[config.mk]
export PLATFORM = sky130hd
export DESIGN_NAME = pwm_multi_phy
export DESIGN_NICKNAME = d
export VERILOG_FILES = /design/src/rtl/pwm_pkg.sv /design/src/rtl/pwm_channel.sv /design/src/rtl/pwm_multi_phy.sv
export SDC_FILE = /design/constraint.sdc
export NUM_CORES = 1
export LEC_CHECK = 0
export ABC_CLOCK_PERIOD_IN_PS = 3850
export CAP_MARGIN = 25
export CELL_PAD_IN_SITES_DETAIL_PLACEMENT = 1
export CELL_PAD_IN_SITES_GLOBAL_PLACEMENT = 1
export CORE_AREA = 2 2 261 457
export CTS_CLUSTER_DIAMETER = 100
export DETAILED_ROUTE_END_ITERATION = 10
export DIE_AREA = 0 0 263 459
export HOLD_SLACK_MARGIN = 0.03
export MAX_ROUTING_LAYER = met4
export PLACE_DENSITY = 0.47
export SLEW_MARGIN = 40
export SYNTH_ARGS = -nofsm -noshare
export SYNTH_HDL_FRONTEND = slang
export SYNTH_HIERARCHICAL = 1
export SYNTH_SLANG_ARGS = --single-unit
[constraint.sdc]
create_clock -name clk -period 3.85 [get_ports clk]
set_clock_uncertainty 0.05 [all_clocks]
set_input_delay 0.77 -clock clk [delete_from_list [all_inputs] [get_ports clk]]
set_output_delay 0.77 -clock clk [all_outputs]
set_load 0.02 [all_outputs]
[src/rtl/pwm_pkg.sv]
// Shared mode type and command-word layout helpers for pwm_multi_phy.
// Word layout, LSB first: duty, period, ch_idx, then a mode bit when PWM_CENTER_ALIGN_EN is defined.
package pwm_pkg;

    typedef enum logic {
        EDGE   = 1'b0,
        CENTER = 1'b1
    } pwm_mode_e;

    function automatic int calc_ch_w(input int num_ch);
        return (num_ch > 1) ? $clog2(num_ch) : 1;
    endfunction

    function automatic int period_lsb(input int cnt_w);
        return cnt_w;
    endfunction

    function automatic int ch_lsb(input int cnt_w);
        return 2 * cnt_w;
    endfunction

    function automatic int calc_cmd_w(input int num_ch, input int cnt_w);
`ifdef PWM_CENTER_ALIGN_EN
        return calc_ch_w(num_ch) + 2 * cnt_w + 1;
`else
        return calc_ch_w(num_ch) + 2 * cnt_w;
`endif
    endfunction

endpackage

[src/rtl/pwm_channel.sv]
// One PWM channel: shadow/active settings, period counter, compare and output flop (PWM_CENTER_ALIGN_EN adds up/down mode).
// Latency: shadow write -> active load next boundary (next clock when idle) -> output one clock later; no backpressure.
module pwm_channel
    import pwm_pkg::*;
#(
    parameter int CNT_WIDTH = 16
) (
    input  logic                 clk,
    input  logic                 rst_n,
    input  logic                 i_en,
    input  logic                 i_tick,
    input  logic                 i_wr,
    input  logic [CNT_WIDTH-1:0] i_period,
    input  logic [CNT_WIDTH-1:0] i_duty,
`ifdef PWM_CENTER_ALIGN_EN
    input  pwm_mode_e            i_mode,
`endif
    output logic                 o_pwm,
    output logic                 o_tick
);

    localparam logic [CNT_WIDTH-1:0] ONE = CNT_WIDTH'(1);

    logic [CNT_WIDTH-1:0] r_period_sh, r_duty_sh, r_period_act, r_duty_act, r_cnt;
    logic                 r_pending, r_pwm, r_tick;
    logic [CNT_WIDTH-1:0] w_cnt_nxt, w_last;
    logic                 w_idle, w_bnd, w_load;
`ifdef PWM_CENTER_ALIGN_EN
    pwm_mode_e            r_mode_sh, r_mode_act;
    logic                 r_down, w_down_nxt;
`endif

    // Disabled channels behave as idle so pending settings land immediately.
    assign w_idle = !i_en || (r_period_act == '0);
    assign w_last = r_period_act - ONE;
    assign w_load = r_pending && (w_idle || w_bnd);
    assign o_pwm  = r_pwm;
    assign o_tick = r_tick;

    always_comb begin
        w_bnd     = 1'b0;
        w_cnt_nxt = r_cnt;
`ifdef PWM_CENTER_ALIGN_EN
        w_down_nxt = r_down;
`endif
        if (w_idle) begin
            w_cnt_nxt = '0;
`ifdef PWM_CENTER_ALIGN_EN
            w_down_nxt = 1'b0;
`endif
        end else if (i_tick) begin
`ifdef PWM_CENTER_ALIGN_EN
            if (r_mode_act == CENTER) begin
                // Up to period-1, then down; the step back to 0 is the boundary.
                if (!r_down && r_cnt != w_last) begin
                    w_cnt_nxt = r_cnt + ONE;
                end else if (r_cnt <= ONE) begin
                    w_bnd      = 1'b1;
                    w_cnt_nxt  = '0;
                    w_down_nxt = 1'b0;
                end else begin
                    w_cnt_nxt  = r_cnt - ONE;
                    w_down_nxt = 1'b1;
                end
            end else if (r_cnt == w_last) begin
                w_bnd     = 1'b1;
                w_cnt_nxt = '0;
            end else begin
                w_cnt_nxt = r_cnt + ONE;
            end
`else
            if (r_cnt == w_last) begin
                w_bnd     = 1'b1;
                w_cnt_nxt = '0;
            end else begin
                w_cnt_nxt = r_cnt + ONE;
            end
`endif
        end
    end

    always_ff @(posedge clk or negedge rst_n) begin
        if (!rst_n) begin
            r_period_sh  <= '0;
            r_duty_sh    <= '0;
            r_period_act <= '0;
            r_duty_act   <= '0;
            r_cnt        <= '0;
            r_pending    <= 1'b0;
            r_pwm        <= 1'b0;
            r_tick       <= 1'b0;
        end else begin
            if (i_wr) begin
                r_period_sh <= i_period;
                r_duty_sh   <= i_duty;
            end
            r_pending <= i_wr || (r_pending && !w_load);
            r_tick    <= w_load;
            r_pwm     <= !w_idle && (r_cnt < r_duty_act);
            if (w_load) begin
                r_period_act <= r_period_sh;
                r_duty_act   <= r_duty_sh;
                r_cnt        <= '0;
            end else begin
                r_cnt <= w_cnt_nxt;
            end
        end
    end

`ifdef PWM_CENTER_ALIGN_EN
    always_ff @(posedge clk or negedge rst_n) begin
        if (!rst_n) begin
            r_mode_sh  <= EDGE;
            r_mode_act <= EDGE;
            r_down     <= 1'b0;
        end else begin
            if (i_wr) begin
                r_mode_sh <= i_mode;
            end
            if (w_load) begin
                r_mode_act <= r_mode_sh;
                r_down     <= 1'b0;
            end else begin
                r_down <= w_down_nxt;
            end
        end
    end
`endif

endmodule

[src/rtl/pwm_multi_phy.sv]
// NUM_CH-channel PWM PHY fed by a command FIFO and one shared prescaler; PWM_CENTER_ALIGN_EN enables up/down mode.
// Latency: write -> pop next clock -> idle-channel load the clock after; full FIFO drops writes and sets sticky ovf_err.
module pwm_multi_phy
    import pwm_pkg::*;
#(
    parameter  int NUM_CH     = 4,
    parameter  int CNT_WIDTH  = 16,
    parameter  int FIFO_DEPTH = 8,
    localparam int CH_W       = calc_ch_w(NUM_CH),
    localparam int CMD_W      = calc_cmd_w(NUM_CH, CNT_WIDTH)
) (
    input  logic              clk,
    input  logic              rst_n,
    input  logic              cfg_en,
    input  logic [7:0]        cfg_prescale,
    input  logic              wr_en,
    input  logic [CMD_W-1:0]  wr_data,
    input  logic              test_drain_hold,
    output logic              fifo_full,
    output logic              ovf_err,
    output logic [NUM_CH-1:0] pwm_out,
    output logic [NUM_CH-1:0] period_tick
);

    localparam int           AW      = $clog2(FIFO_DEPTH);
    localparam int           PER_LSB = period_lsb(CNT_WIDTH);
    localparam int           CH_LSB  = ch_lsb(CNT_WIDTH);
    localparam logic [AW:0]  FULL_V  = (AW + 1)'(FIFO_DEPTH);
    localparam logic [AW:0]  CNT_ONE = (AW + 1)'(1);
    localparam logic [AW-1:0] PTR_ONE = AW'(1);

    logic [CMD_W-1:0] r_mem [FIFO_DEPTH];
    logic [AW-1:0]    r_wptr, r_rptr;
    logic [AW:0]      r_count;
    logic             r_ovf;
    logic [7:0]       r_ps;
    logic             w_empty, w_pop, w_push, w_tick;
    logic [CMD_W-1:0] w_head;
    logic [CH_W-1:0]  w_ch;

    // test_drain_hold only exists so the FIFO can be filled; tie low in service.
    assign fifo_full = (r_count == FULL_V);
    assign w_empty   = (r_count == '0);
    assign w_pop     = !w_empty && !test_drain_hold;
    assign w_push    = wr_en && (!fifo_full || w_pop);
    assign ovf_err   = r_ovf;
    assign w_tick    = cfg_en && (r_ps == cfg_prescale);
    assign w_head    = r_mem[r_rptr];
    assign w_ch      = w_head[CH_LSB +: CH_W];

    always_ff @(posedge clk) begin
        if (w_push) begin
            r_mem[r_wptr] <= wr_data;
        end
    end

    always_ff @(posedge clk or negedge rst_n) begin
        if (!rst_n) begin
            r_wptr  <= '0;
            r_rptr  <= '0;
            r_count <= '0;
            r_ovf   <= 1'b0;
            r_ps    <= '0;
        end else begin
            if (w_push) begin
                r_wptr <= r_wptr + PTR_ONE;
            end
            if (w_pop) begin
                r_rptr <= r_rptr + PTR_ONE;
            end
            case ({w_push, w_pop})
                2'b10:   r_count <= r_count + CNT_ONE;
                2'b01:   r_count <= r_count - CNT_ONE;
                default: r_count <= r_count;
            endcase
            if (wr_en && !w_push) begin
                r_ovf <= 1'b1;
            end
            if (!cfg_en || r_ps == cfg_prescale) begin
                r_ps <= '0;
            end else begin
                r_ps <= r_ps + 8'd1;
            end
        end
    end

    // Entries whose ch_idx matches no channel are popped with no effect.
    for (genvar g = 0; g < NUM_CH; g++) begin : g_ch
        pwm_channel #(
            .CNT_WIDTH(CNT_WIDTH)
        ) u_ch (
            .clk      (clk),
            .rst_n    (rst_n),
            .i_en     (cfg_en),
            .i_tick   (w_tick),
            .i_wr     (w_pop && (w_ch == CH_W'(g))),
            .i_period (w_head[PER_LSB +: CNT_WIDTH]),
            .i_duty   (w_head[0 +: CNT_WIDTH]),
`ifdef PWM_CENTER_ALIGN_EN
            .i_mode   (pwm_mode_e'(w_head[CMD_W-1])),
`endif
            .o_pwm    (pwm_out[g]),
            .o_tick   (period_tick[g])
        );
    end

endmodule

==> summary.txt, run 1 <==
Post-synth top cells -> dfrtp_1, edfxtp_1, mux2_2
Hold-fix buffers, CTS -> 0
Seq. cell area -> 0.0170 mm2
max layer used -> met4
global route overflow -> 0
area leader, netlist -> dfrtp_1
crit path kind -> reg -> reg
most common cell in the synthesized netlist -> dfrtp_1
Leakage -> 13.4 nW
Final Cycle Share -> 90.9%
count of cell types in the netlist -> 60
Mapped Cells -> 2011
I/O pin count -> 57
DP HPWL -> 57200 um
pwr dens -> 770 mW/mm2
vias in the first global route -> 19.3k
Post-route DRC -> 0
minimum clock period -> 3500 ps
Port Buffers -> 56
Max transition margin -> 48.2%
first drt pass iteration count -> 5
CTS tree -> done
CTS H-tree lvls -> 3
HP Class -> in -> async
number of fill cells -> 12.5k
Max Fclk -> 0.286 GHz
DR vias -> 17.0k
initial antenna violation count -> 2
pin count of the biggest net entering global routing -> 68
Die W -> 263 um
pre-CTS setup slack -> 169 ps
GRT Util Overall -> 14.2%
RSZ-0062 raised after global routing -> no
num rows -> 167
Synth Area per Inst -> 14.5 um2
Sink Count -> 623
DR WL met2 -> 45900 um
wire length on met3 -> 2100 um
Syn Nets -> 2136
Placer Congestion -> 0.800
Setup violations, final -> 0
synthesized cell area -> 0.0291 mm2
maxcap violations -> 0
fin worst setup slack -> 351 ps
Area growth, synth to finish -> 17.2%
clk root buf -> clkbuf_16
DR vias/cell -> 4.62
met1 WL -> 30800 um
Die Span Y -> 459 um
final core occ -> 29.1%
share of the yosys chip area belonging to registers -> 58.2%
Async SR Flop Fraction -> 56.3%
post-route ant nets -> 0
CTS Buf Count -> 66
Least-Margin Pin Slew -> 769 ps
Clock transition at path regs -> 70 ps
post-CTS sizing -> 0
number of flops mapped to enable cells by yosys -> 272
area of the multi-input gates -> 0.0114 mm2
yosys warns -> 6
TNS Setup -> 0 ps
FF-to-FF setup slack -> 350 ps
Starting DRT DRC Count -> 639
Slew Viols, Final -> 0
core area -> 0.117 mm2
clk buf depth -> 3
final hold vios -> 0
routed wire length -> 81600 um
ys flop type -> dfrtp_1
#FFs+latches synth -> 623
WL per Instance -> 22.1 um
die footprint -> 0.121 mm2
top-area cell type share of the netlist area -> 30.2%
Final #Nets -> 2235
layout cells sized above 1 -> 26.6%
crit path max fanout -> 32
worst skew pair latency -> 640 ps
Worst setup SP type -> flop
worst vdd ir -> 0.377 mV
crit end category -> flop
top cells by area, synth -> dfrtp_1, edfxtp_1, mux2_2, mux2_4, mux4_2
Worst Path Required -> 4300 ps
worst path arrival time -> 3950 ps
post-CTS setup buffer count -> 0
global-route wire length before repair -> 124000 um
status -> completed
initial core utilization -> 24.8%
state kept, by name, summed over array words and instances, names as in the netlist, 4 cells and up:
register	cells
r_count	4
g_ch.u_ch/r_duty_sh	64
g_ch.u_ch/o_tick	4
g_ch.u_ch/r_duty_act	64
g_ch.u_ch/r_pending	4
g_ch.u_ch/o_pwm	4
r_ps	8
g_ch.u_ch/r_period_sh	64
g_ch.u_ch/r_cnt	64
r_mem	272
g_ch.u_ch/r_period_act	64
through the flow:
step	cells	hold slack (ps)	area (um2)	power (mW)
after global routing	3685	41.0	34100	27.9
after global placement	3563	411	31800	19.6
after CTS	3683	41.7	34100	26.9
final	3685	33.8	34100	26.3
after floorplan	2011	424	29100	16.3
after detailed placement	3563	432	31800	20.0
metal layers:
metal | vias up | GRT usage [%]
li1 | 7734 | -
met1 | 8948 | 14.5
met2 | 215 | 26.9
met3 | 128 | 2.15
met4 | 0 | 5.38
met5 | - | -
final cells by class:
class	instances	share of cell area, %
sequential	623	49.7
tap	1521	5.58
antenna	2	0.0147
multi-input combinational	1213	33.5
inverter	89	0.979
clock buffer	89	5.54
clock inverter	31	1.10
timing repair buffer	117	3.55
path summary, 6_finish.rpt:
path                                                          start                                         to  cells after the start
min in group clk                                ovf_err$_DFFE_PN0P_                        ovf_err$_DFFE_PN0P_                      1
hold / removal                                                rst_n               g_ch[1].u_ch/o_pwm$_DFF_PN0_                      1
hold reg to reg                                 ovf_err$_DFFE_PN0P_                        ovf_err$_DFFE_PN0P_                      1
setup reg to reg           g_ch[3].u_ch/r_period_act[0]$_DFFE_PN0P_  g_ch[3].u_ch/r_period_act[10]$_DFFE_PN0P_                     10
setup / recovery           g_ch[3].u_ch/r_period_act[0]$_DFFE_PN0P_  g_ch[3].u_ch/r_period_act[10]$_DFFE_PN0P_                     10
max in group asynchronous                                     rst_n  g_ch[1].u_ch/r_period_act[11]$_DFFE_PN0P_                      2
layout by cell type (no fill, tap or decap), types with 61 or more instances in the layout:
cell / Yosys / routed
clkbuf_16: 0 / 69
dfrtp_1: 351 / 348
edfxtp_1: 272 / 272
ha_1: 77 / 77
inv_1: 88 / 88
mux2_2: 173 / 173
mux2_4: 120 / 120
mux4_2: 68 / 68
nand2_1: 65 / 65
nor2_1: 107 / 97
xnor2_1: 63 / 63
xor2_1: 61 / 61
worst max-delay path, stage by stage (launching register included):
cell	delay (ps)
dfrtp_1	450
inv_1	110
ha_1	210
or3b_1	520
o31a_1	310
or3_1	350
a31oi_1	410
and4_4	340
o21ai_4	70
buf_12	210
mux2_4	320
cells by family (layout without fill, tap and decap cells):
logic type / Yosys count / after routing / synth area share [%]
multiplexers: 363 / 363 / 18.2
AO/OA/AOI/OAI: 199 / 199 / 5.04
adder cells (fa/ha/maj): 78 / 78 / 3.38
XOR/XNOR: 124 / 124 / 3.73
AND/OR/NAND/NOR: 449 / 449 / 8.55
other: 0 / 2 / 0
flip-flops: 623 / 623 / 58.2
buffers and inverters: 175 / 326 / 2.88
power breakdown:
part           switching [mW]  internal, mW  total (mW)  leakage, nW
Sequential               1.58          8.89        10.5         6.82
Clock                    2.79          3.95        6.74         1.11
Combinational            4.70          4.37        9.07         5.43
Total                    9.07          17.2        26.3         13.4
(Power assumes the default switching activity.)
==> run 2: changes to the inputs <==
- GPL_TIMING_DRIVEN: default -> 0
- PLACE_DENSITY: 0.47 -> 0.41
==> run 2 against run 1 <==
  * Global-route usage rose by 0.74 points
  * Count of clock-buffer cells in the layout fell by 4
  * Wire length rose by 6.7%
  * Sequential share of layout area fell by 0.71 points
==> summary.txt, run 2 (synthesis gave the netlist of run 1 again) <==
pre-CTS setup slack -> -497 ps (-666 ps)
layout cells sized above 1 -> 26.1% (-0.52 points)
number of fill cells -> 12.5k (-0.0080%)
Clock power frac -> 25.6% (about the same)
RSZ-0062 raised after global routing -> no
Leakage -> 13.5 nW (+1.3%)
core area -> 0.117 mm2 (unchanged)
WL per Instance -> 23.3 um (+5.1%)
Post-route DRC -> 0 (unchanged)
crit path kind -> reg -> reg
Clock transition at path regs -> 60 ps (about the same)
final hold vios -> 0 (unchanged)
DR vias/cell -> 4.62 (about the same)
Placer Congestion -> 0.798 (-0.26%)
pin count of the biggest net entering global routing -> 73 (+7.4%)
crit end category -> flop
worst path arrival time -> 4090 ps (+140 ps)
Setup crit start -> g_ch[0].u_ch/r_period_act[0]$_DFFE_PN0P_
global route overflow -> 0 (unchanged)
HP Class -> reg -> reg
clk root buf -> clkbuf_16
Starting DRT DRC Count -> 671 (+5.0%)
largest reg by FF count -> r_mem
Max Fclk -> 0.276 GHz (-3.5%)
TNS Setup -> 0 ps (unchanged)
P_sw -> 9.38 mW (+3.4%)
status -> completed
Worst setup SP type -> flop
worst skew pair latency -> 650 ps (about the same)
GRT Util Overall -> 14.9% (+0.74 points)
HP Start -> ovf_err$_DFFE_PN0P_
Worst Path Required -> 4320 ps (+20 ps)
first drt pass iteration count -> 4 (-1)
initial core utilization -> 24.8% (unchanged)
Setup violations, final -> 0 (unchanged)
max reg flops -> 272 (unchanged)
num rows -> 167 (unchanged)
Pint -> 17.5 mW (+1.5%)
clk buf depth -> 3 (unchanged)
post-CTS setup buffer count -> 0 (unchanged)
minimum clock period -> 3620 ps (+126 ps)
CTS tree -> done
maxcap violations -> 0 (unchanged)
initial antenna violation count -> 1 (-1)
Die Span Y -> 459 um (unchanged)
routed wire length -> 87100 um (+6.7%)
vias in the first global route -> 19.4k (+0.57%)
Final Cycle Share -> 94.2% (+3.3 points)
switching share of power -> 34.9% (+0.43 points)
most common cell after layout, fill and taps aside -> dfrtp_1
Sink Count -> 623 (unchanged)
I/O pin count -> 57 (unchanged)
Least-Margin Pin Slew -> 840 ps (+70.9 ps)
DP HPWL -> 63600 um (+11%)
DR vias -> 17.3k (+1.6%)
die footprint -> 0.121 mm2 (unchanged)
Final #Nets -> 2294 (+2.6%)
CTS H-tree lvls -> 3 (unchanged)
Max transition margin -> 44.0% (-4.2 points)
fin worst setup slack -> 225 ps (-126 ps)
Comb pwr share -> 36.0% (+1.5 points)
worst hold slack -> 435 ps (+401 ps)
global-route wire length before repair -> 129000 um (+3.7%)
Area growth, synth to finish -> 18.8%
sequential share of power -> 38.4% (-1.4 points)
CTS Buf Count -> 68 (+3.0%)
Slew Viols, Final -> 0 (unchanged)
pwr dens -> 776 mW/mm2 (+0.71%)
most frequent cells in the layout -> dfrtp_1, edfxtp_1, mux2_2, mux2_4, nor2_1
worst vdd ir -> 0.409 mV (+8.3%)
crit path max fanout -> 10 (-69%)
Die W -> 263 um (unchanged)
Port Buffers -> 55 (-1.8%)
r2r startpoint -> g_ch[0].u_ch/r_period_act[0]$_DFFE_PN0P_
post-route ant nets -> 0 (unchanged)
## run 2: repair_timing
item,4_1_cts,5_1_grt
endpoints found under the hold margin,27,0
hold buffers,1,0
endpoints found under the setup margin,0,22
gates resized for setup,0,2
## run 2: power groups by stage
stage | clock network (mW) | registers, mW | logic [mW]
final | 6.87 | 10.3 | 9.67
after global routing | 7.37 | 10.6 | 10.5
after CTS | 7.16 | 10.4 | 10.0
after detailed placement | 0 | 10.5 | 9.98
after global placement | 0 | 10.5 | 9.53
after floorplan | 0 | 9.89 | 6.43
## run 2: path summary, 6_finish.rpt
| kind | endpoint | cells after the start | slack [ps] |
|---|---|---|---|
| worst max-delay path | g_ch[0].u_ch/r_period_act[11]$_DFFE_PN0P_ | 8 | 230 |
| worst min-delay path | ovf_err$_DFFE_PN0P_ | 1 | 430 |
| worst max register to register | g_ch[0].u_ch/r_period_act[11]$_DFFE_PN0P_ | 8 | 230 |
| worst min register to register | ovf_err$_DFFE_PN0P_ | 1 | 430 |
| max in group asynchronous | g_ch[2].u_ch/r_period_act[10]$_DFFE_PN0P_ | 5 | 1770 |
| min in group asynchronous | g_ch[1].u_ch/r_duty_act[7]$_DFFE_PN0P_ | 2 | 510 |
## run 2: metrics by stage
stage | power [mW] | util (%) | instances | instance area (um2)
2_1_floorplan | 16.3 | - | 2011 | 29100
3_3_place_gp | 20.0 | 26.9 | 3587 | 31600
3_5_place_dp | 20.5 | 27.5 | 3619 | 32200
4_1_cts | 27.5 | 29.4 | 3741 | 34600
5_1_grt | 28.4 | 29.5 | 3742 | 34600
6_report | 26.8 | 29.5 | 3744 | 34600
## run 2: critical path: stages (launching register included)
cell	delay, ps
dfrtp_1	470
nor4_2	660
a2111oi_0	240
a2111oi_0	640
a211oi_1	200
and4_4	260
o21ai_4	360
buf_6	270
mux2_4	320
## run 2: final cells by class
class	count	area, um2	share of cell area (%)
multi-input combinational	1214	11400	33.1
buffer	85	507	1.46
clock inverter	36	474	1.37
inverter	89	334	0.966
timing repair buffer	88	1150	3.32
antenna	3	7.51	0.0217
sequential	623	17000	49.0
tap	1521	1900	5.50
clock buffer	85	1840	5.31
## run 2: routing by layer
metal | track usage [%] | routed length [um] | part of all wire, % | vias to the layer above
li1 | - | - | - | 7851
met1 | 15.2 | 32800 | 38 | 9116
met2 | 28.8 | 49600 | 57 | 220
met3 | 1.56 | 1920 | 2.2 | 116
met4 | 5.83 | 2800 | 3.2 | 0
met5 | - | 0 | 0 | -
